==> config.mk <==
export PLATFORM = sky130hd
export DESIGN_NAME = control_sequencer
export DESIGN_NICKNAME = d
export VERILOG_FILES = /design/src/rtl/ctrl_pkg.sv /design/src/rtl/ctrl_decode.sv /design/src/rtl/control_sequencer.sv
export SDC_FILE = /design/constraint.sdc
export NUM_CORES = 1
export LEC_CHECK = 0
export CORE_MARGIN = 3
export CORE_UTILIZATION = 37
export DETAILED_ROUTE_END_ITERATION = 8
export GPL_ROUTABILITY_DRIVEN = 1
export GPL_TIMING_DRIVEN = 1
export HOLD_SLACK_MARGIN = 0.08
export PLACE_DENSITY_LB_ADDON = 0.12
export RECOVER_POWER = 25
export SKIP_LAST_GASP = 1
export SYNTH_ARGS = -nofsm -noshare
export SYNTH_HDL_FRONTEND = slang
export SYNTH_SLANG_ARGS = --single-unit
==> constraint.sdc <==
create_clock -name clock -period 4.9 [get_ports clock]
set_input_delay 0.98 -clock clock [delete_from_list [all_inputs] [get_ports clock]]
set_output_delay 0.98 -clock clock [all_outputs]
set_load 0.05 [all_outputs]
==> src/rtl/ctrl_pkg.sv <==
// ctrl_pkg: shared definitions for the control_sequencer slice.
//   - OPW / CTRLW widths, opcode constants, FSM state enum
//   - bit positions of every strobe inside the packed ctrl word
//   - opcode classification and fetch/execute step helpers
package ctrl_pkg;

    localparam int OPW   = 5;
    localparam int CTRLW = 26;

    localparam logic [OPW-1:0] OP_LD   = 5'd0;
    localparam logic [OPW-1:0] OP_LDI  = 5'd1;
    localparam logic [OPW-1:0] OP_ST   = 5'd2;
    localparam logic [OPW-1:0] OP_ADD  = 5'd3;
    localparam logic [OPW-1:0] OP_SHL  = 5'd11;
    localparam logic [OPW-1:0] OP_ADDI = 5'd12;
    localparam logic [OPW-1:0] OP_ORI  = 5'd14;
    localparam logic [OPW-1:0] OP_DIV  = 5'd15;
    localparam logic [OPW-1:0] OP_MUL  = 5'd16;
    localparam logic [OPW-1:0] OP_NEG  = 5'd17;
    localparam logic [OPW-1:0] OP_NOT  = 5'd18;
    localparam logic [OPW-1:0] OP_NOP  = 5'd26;
    localparam logic [OPW-1:0] OP_HALT = 5'd27;

    typedef enum logic [3:0] {
        ST_RST, ST_T0, ST_T1, ST_T2, ST_T3, ST_T4, ST_T5, ST_T6, ST_T7, ST_HALT
    } state_t;

    typedef enum logic [3:0] {
        CL_RTYPE, CL_IMM, CL_MULDIV, CL_UNARY, CL_LD, CL_LDI, CL_ST,
        CL_NOP, CL_HALT, CL_ILLEGAL
    } op_class_t;

    localparam int CTRL_PCOUT     = 0;
    localparam int CTRL_MARIN     = 1;
    localparam int CTRL_INCPC     = 2;
    localparam int CTRL_READ      = 3;
    localparam int CTRL_WRITE     = 4;
    localparam int CTRL_MDRIN     = 5;
    localparam int CTRL_MDROUT    = 6;
    localparam int CTRL_IRIN      = 7;
    localparam int CTRL_YIN       = 8;
    localparam int CTRL_ZHIGHIN   = 9;
    localparam int CTRL_ZLOWIN    = 10;
    localparam int CTRL_ZHIGHOUT  = 11;
    localparam int CTRL_ZLOWOUT   = 12;
    localparam int CTRL_HIIN      = 13;
    localparam int CTRL_LOIN      = 14;
    localparam int CTRL_HIOUT     = 15;
    localparam int CTRL_LOOUT     = 16;
    localparam int CTRL_CSIGNOUT  = 17;
    localparam int CTRL_GRA       = 18;
    localparam int CTRL_GRB       = 19;
    localparam int CTRL_GRC       = 20;
    localparam int CTRL_RIN       = 21;
    localparam int CTRL_ROUT      = 22;
    localparam int CTRL_BAOUT     = 23;
    localparam int CTRL_INPORTOUT = 24;
    localparam int CTRL_PCIN      = 25;

    function automatic op_class_t classify(input logic [OPW-1:0] op);
        if (op == OP_LD)                        return CL_LD;
        else if (op == OP_LDI)                  return CL_LDI;
        else if (op == OP_ST)                   return CL_ST;
        else if (op >= OP_ADD && op <= OP_SHL)  return CL_RTYPE;
        else if (op >= OP_ADDI && op <= OP_ORI) return CL_IMM;
        else if (op == OP_DIV || op == OP_MUL)  return CL_MULDIV;
        else if (op == OP_NEG || op == OP_NOT)  return CL_UNARY;
        else if (op == OP_NOP)                  return CL_NOP;
        else if (op == OP_HALT)                 return CL_HALT;
        else                                    return CL_ILLEGAL;
    endfunction

    // Sequential successor of a step that is neither waiting nor final.
    function automatic state_t next_step(input state_t s);
        case (s)
            ST_T0:   return ST_T1;
            ST_T1:   return ST_T2;
            ST_T2:   return ST_T3;
            ST_T3:   return ST_T4;
            ST_T4:   return ST_T5;
            ST_T5:   return ST_T6;
            ST_T6:   return ST_T7;
            default: return ST_T0;
        endcase
    endfunction

endpackage

==> src/rtl/ctrl_decode.sv <==
// ctrl_decode: combinational step decoder (state + opcode -> strobes).
//   state     in   current FSM state
//   opcode    in   IR[31:27]
//   ctrl      out  packed datapath strobes
//   alu_op    out  ALU opcode (meaningful while ZLowIn/ZHighIn is set)
//   illegal   out  unsupported opcode seen in T3
//   run       out  0 only in HALT
//   last      out  this step is the final execute step of the instruction
//   halt_op   out  halt opcode reached its final step
//   mem_state out  step waits on a memory handshake
module ctrl_decode
    import ctrl_pkg::*;
(
    input  state_t           state,
    input  logic [OPW-1:0]   opcode,
    output logic [CTRLW-1:0] ctrl,
    output logic [OPW-1:0]   alu_op,
    output logic             illegal,
    output logic             run,
    output logic             last,
    output logic             halt_op,
    output logic             mem_state
);

    op_class_t cls;
    assign cls = classify(opcode);

    always_comb begin
        ctrl      = '0;
        alu_op    = '0;
        illegal   = 1'b0;
        run       = 1'b1;
        last      = 1'b0;
        halt_op   = 1'b0;
        mem_state = 1'b0;
        case (state)
            ST_HALT: run = 1'b0;
            ST_T0: begin
                ctrl[CTRL_PCOUT] = 1'b1; ctrl[CTRL_MARIN] = 1'b1; ctrl[CTRL_INCPC] = 1'b1;
            end
            ST_T1: begin
                ctrl[CTRL_READ] = 1'b1; ctrl[CTRL_MDRIN] = 1'b1; mem_state = 1'b1;
            end
            ST_T2: begin
                ctrl[CTRL_MDROUT] = 1'b1; ctrl[CTRL_IRIN] = 1'b1;
            end
            ST_T3: begin
                case (cls)
                    CL_RTYPE, CL_IMM: begin
                        ctrl[CTRL_GRB] = 1'b1; ctrl[CTRL_ROUT] = 1'b1; ctrl[CTRL_YIN] = 1'b1;
                    end
                    CL_MULDIV: begin
                        ctrl[CTRL_GRA] = 1'b1; ctrl[CTRL_ROUT] = 1'b1; ctrl[CTRL_YIN] = 1'b1;
                    end
                    CL_UNARY: begin
                        ctrl[CTRL_GRB] = 1'b1; ctrl[CTRL_ROUT] = 1'b1; ctrl[CTRL_ZLOWIN] = 1'b1;
                        alu_op = opcode;
                    end
                    CL_LD, CL_LDI, CL_ST: begin
                        ctrl[CTRL_GRB] = 1'b1; ctrl[CTRL_BAOUT] = 1'b1; ctrl[CTRL_YIN] = 1'b1;
                    end
                    CL_HALT: begin
                        last = 1'b1; halt_op = 1'b1;
                    end
                    CL_ILLEGAL: begin
                        last = 1'b1; illegal = 1'b1;
                    end
                    default: last = 1'b1;
                endcase
            end
            ST_T4: begin
                case (cls)
                    CL_RTYPE: begin
                        ctrl[CTRL_GRC] = 1'b1; ctrl[CTRL_ROUT] = 1'b1; ctrl[CTRL_ZLOWIN] = 1'b1;
                        alu_op = opcode;
                    end
                    CL_IMM: begin
                        ctrl[CTRL_CSIGNOUT] = 1'b1; ctrl[CTRL_ZLOWIN] = 1'b1; alu_op = opcode;
                    end
                    CL_MULDIV: begin
                        ctrl[CTRL_GRB] = 1'b1; ctrl[CTRL_ROUT] = 1'b1;
                        ctrl[CTRL_ZHIGHIN] = 1'b1; ctrl[CTRL_ZLOWIN] = 1'b1;
                        alu_op = opcode;
                    end
                    CL_UNARY: begin
                        ctrl[CTRL_ZLOWOUT] = 1'b1; ctrl[CTRL_GRA] = 1'b1; ctrl[CTRL_RIN] = 1'b1;
                        last = 1'b1;
                    end
                    // Address arithmetic is always an add, whatever the opcode says.
                    CL_LD, CL_LDI, CL_ST: begin
                        ctrl[CTRL_CSIGNOUT] = 1'b1; ctrl[CTRL_ZLOWIN] = 1'b1; alu_op = OP_ADD;
                    end
                    default: last = 1'b1;
                endcase
            end
            ST_T5: begin
                case (cls)
                    CL_RTYPE, CL_IMM, CL_LDI: begin
                        ctrl[CTRL_ZLOWOUT] = 1'b1; ctrl[CTRL_GRA] = 1'b1; ctrl[CTRL_RIN] = 1'b1;
                        last = 1'b1;
                    end
                    CL_MULDIV: begin
                        ctrl[CTRL_ZLOWOUT] = 1'b1; ctrl[CTRL_LOIN] = 1'b1;
                    end
                    CL_LD, CL_ST: begin
                        ctrl[CTRL_ZLOWOUT] = 1'b1; ctrl[CTRL_MARIN] = 1'b1;
                    end
                    default: last = 1'b1;
                endcase
            end
            ST_T6: begin
                case (cls)
                    CL_MULDIV: begin
                        ctrl[CTRL_ZHIGHOUT] = 1'b1; ctrl[CTRL_HIIN] = 1'b1; last = 1'b1;
                    end
                    CL_LD: begin
                        ctrl[CTRL_READ] = 1'b1; ctrl[CTRL_MDRIN] = 1'b1; mem_state = 1'b1;
                    end
                    CL_ST: begin
                        ctrl[CTRL_GRA] = 1'b1; ctrl[CTRL_ROUT] = 1'b1; ctrl[CTRL_MDRIN] = 1'b1;
                    end
                    default: last = 1'b1;
                endcase
            end
            ST_T7: begin
                last = 1'b1;
                case (cls)
                    CL_LD: begin
                        ctrl[CTRL_MDROUT] = 1'b1; ctrl[CTRL_GRA] = 1'b1; ctrl[CTRL_RIN] = 1'b1;
                    end
                    CL_ST: begin
                        ctrl[CTRL_WRITE] = 1'b1; mem_state = 1'b1;
                    end
                    default: ;
                endcase
            end
            default: ;
        endcase
    end

endmodule

==> src/rtl/control_sequencer.sv <==
// control_sequencer: hardwired Moore control unit driving the CPU datapath.
//   clock     in   rising-edge clock
//   clear     in   synchronous active-high reset (to RST, drops pending memory ops)
//   IR        in   instruction register, opcode in IR[31:27]
//   mem_ready in   memory completed the current Read/Write
//   stop      in   halt at the next instruction boundary
//   ctrl      out  packed datapath strobes (layout in ctrl_pkg)
//   alu_op    out  ALU opcode
//   run       out  1 while executing, 0 when halted
//   illegal   out  one-cycle pulse in T3 for unsupported opcodes
// Build option MEM_HANDSHAKE_EN: when defined, memory steps (T1, ld T6, st T7)
// hold until mem_ready; otherwise each memory step lasts exactly one cycle.
module control_sequencer
    import ctrl_pkg::*;
(
    input  logic             clock,
    input  logic             clear,
    input  logic [31:0]      IR,
    input  logic             mem_ready,
    input  logic             stop,
    output logic [CTRLW-1:0] ctrl,
    output logic [OPW-1:0]   alu_op,
    output logic             run,
    output logic             illegal
);

`ifdef MEM_HANDSHAKE_EN
    localparam bit HANDSHAKE = 1'b1;
`else
    localparam bit HANDSHAKE = 1'b0;
`endif

    state_t      state;
    logic        last;
    logic        halt_op;
    logic        mem_state;
    logic        hold;
    logic [26:0] operand_unused;

    // Register fields are expanded in the datapath; only the opcode matters here.
    assign operand_unused = IR[26:0];
    assign hold = HANDSHAKE & mem_state & ~mem_ready;

    ctrl_decode u_decode (
        .state     (state),
        .opcode    (IR[31:27]),
        .ctrl      (ctrl),
        .alu_op    (alu_op),
        .illegal   (illegal),
        .run       (run),
        .last      (last),
        .halt_op   (halt_op),
        .mem_state (mem_state)
    );

    always_ff @(posedge clock) begin
        if (clear) begin
            state <= ST_RST;
        end else begin
            case (state)
                ST_RST:  state <= ST_T0;
                ST_HALT: state <= ST_HALT;
                default: begin
                    if (hold)
                        state <= state;
                    else if (last)
                        state <= (stop || halt_op) ? ST_HALT : ST_T0;
                    else
                        state <= next_step(state);
                end
            endcase
        end
    end

endmodule
==> results.cfg <==
[sta]
rsz0062_at_grt = false
fmax_mhz = 219.7
worstMarginPinSlew_ns = 0.5756
fin_setup_tns_ns = 0
finalHoldViolations = 0
slew_violations = 0
maxSlewHeadroom_pct = 61.55
fin_crit_sh_pct = 92.91
skew_ns = 0.003607
setup_viol = 0
finalCriticalPeriod_ns = 4.552
fin_ws_ns = 0.3476

[synth]
synth_cells = 139
avgSynthCellArea_um2 = 6.841
ys.flop_type = dfxtp_1
synth_xor_area_share_pct = 5.526
ys_seq_area_share_pct = 8.421
synth_compound_area_share_pct = 30.26
synth_edf_count = 0
synth.distinct_cells = 53
yosysMostFrequentCell = nor2_1
ys_warn_count = 0
synthArstFlopShare_pct = 0
synth_area_leaders = dfxtp_1, nor2_1, buf_4, nor3b_1, buf_2
yosys.area.top_type_share_pct = 8.421
synth.cell_area_um2 = 950.9
synth_simple_gate_area_share_pct = 41.84
synth.area.mux_share_pct = 2.105
synth_top_family_by_area = simple AND/OR/NAND/NOR gates
synth_seq_cells = 4
synthTopCellsByCount = nor2_1, nand2_1, buf_2
synth-adder-area-share_pct = 1.053
synth_area_leader_cell = dfxtp_1

[clocking]
clockRootBuffer = clkbuf_4
post_cts_buffers = 0
hold_buffers = 0
clk_latency_ns = 0.23
ctsResizeCount = 0
cts.sinks = 4
htreeDepth = 1
tritoncts = done
numCtsBuffers = 3
cts.path.max_buffers = 2
clkSlewWorstSetupHoldPaths_ns = 0.03

[routing]
post_drt_via_cell_ratio = 5.924
wirelength_um = 3021
first_iter_violations = 28
drtPass1Iterations = 4
dr_total_vias = 1173
wl_per_cell_um = 15.26
antenna_left = 0
drc = 0

[place]
hpwl_um = 2356
place_ws_ns = 0.4062
gp_congestion = 0.8991
placed_cell_area_um2 = 1291
port_buffers = 36
dp_cells = 195

[final_layout]
final_area_um2 = 1305
largest_reg_flops = 4
nets = 208
area_growth_pct = 37.24
reg_top3 = state (4)
top_register = state
fin_cells = 198
drive_gt1_share_pct = 10.00
nFillCells = 230
antenna-diode-count = 0
post-route-util_pct = 56.29

[global_route]
grt_pass1_wl_um = 5112
grt_pass1_vias = 1104
grt_overflow = 0
grt_max_degree = 19
groute.usage.overall_pct = 19.35
antenna_found_initial = 0

[die]
die-area_um2 = 3214
fp-row-count = 17
fp.dieW_um = 56.70
ios = 69
initial_core_util_pct = 41.01
die_h_um = 56.70
core-area_um2 = 2318

[power]
powerDensity_nw_per_um2 = 159.1
p_leak_uw = 0.0004723
ir_drop_mv = 0.1597

[critical_path]
cp.required_ns = 3.92
timing.rr.end = state[1]
critPathSlowestCell = clkdlybuf4s50_1
rr_worst_depth = 4
crit_arrival_ns = 3.57
max_stage_delay_ns = 0.84
critPathKind = in2out
r2r-start = state[2]
path_max_fanout = 12
r2r_slack_ns = 3.12
path_cells = dlygate4sd3_1, a211oi_1, xnor2_1, nand2_1, nor3b_1, clkdlybuf4s50_1
endpoint_kind = primary output
critPathLaunch = IR[27]
endpoint = alu_op[2]
start_kind = input pin

[job]
max_cap_viol_count = 0

[hold_path]
worstHoldPathType = reg2reg

[run_status]
status = finished clean
-- critical path: cells and delay by family --
family / cells / cell delay (ns)
simple gates: 2 / 0.35
buf+inv: 2 / 1.53
compound gates: 1 / 0.48
xor+xnor: 1 / 0.23
-- cell families (layout without fill, tap and decap cells) --
group | count (synthesis) | count (layout)
mux | 2 | 2
other cells | 1 | 4
xor+xnor | 6 | 6
buf+inv | 18 | 46
fa+ha+maj | 1 | 1
compound gates | 38 | 38
flops | 4 | 4
simple gates | 69 | 69
-- metal layers --
layer / vias to the layer above / GRT usage, % / part of all wire [%]
met5: - / 0 / 0
met4: 0 / 8.136 / 1.7
met3: 7 / 1.839 / 4.0
met2: 35 / 32.51 / 49
met1: 546 / 24.83 / 45
li1: 585 / - / -
-- worst min-delay path by stage --
| stage | from | to | slack [ns] | cells after the start |
|---|---|---|---|---|
| after floorplan | state[0] | state[1] | 0.72 | 3 |
| after global placement | state[2] | state[2] | 0.75 | 2 |
| after detailed placement | state[2] | state[2] | 0.76 | 2 |
| after CTS | state[2] | state[2] | 0.78 | 2 |
| after global routing | state[0] | state[1] | 0.85 | 2 |
| final | state[1] | state[1] | 0.77 | 2 |
-- placed cells by master (no fill, tap or decap), types with 3 or more instances in the layout --
master,Yosys,routed
conb_1,1,4
clkdlybuf4s50_1,0,26
xnor2_1,4,4
o32ai_1,4,4
nor3_1,4,4
nor3b_1,5,5
and3_1,3,3
nand2b_1,4,4
nor2b_1,4,4
dfxtp_1,4,4
a21oi_1,3,3
nor4_1,5,5
nand2_1,8,8
o21bai_1,3,3
buf_4,6,9
nor2_1,18,18
o21ai_0,3,3
clkbuf_4,0,3
a31oi_1,3,3
dlygate4sd3_1,0,5
-- cell type report --
class	instances	area (um^2)	share of cell area [%]
Timing Repair Buffer	41	381.6	29.24
Multi-Input combinational cell	120	778.2	59.64
Sequential cell	4	80.08	6.136
Tap cell	28	35.03	2.685
Inverter	2	7.507	0.5753
Clock buffer	3	22.52	1.726
-- power breakdown --
group          total, uW  switching [uW]  leakage [uW]  internal, uW
clock               40.2            12.9     0.0000138          27.3
combinational        121            79.3      0.000426          41.3
sequential          46.8            11.3     0.0000329          35.5
total                208             104      0.000472           104
-- per-stage QoR --
stage               total power (uW)  hold slack [ns]
finish                         207.7           0.7701
global route                   222.3           0.8542
CTS                            211.8           0.7760
detailed placement             169.2           0.7576
global placement               168.9           0.7539
floorplan                      136.5           0.7217
(Power assumes the default switching activity.)
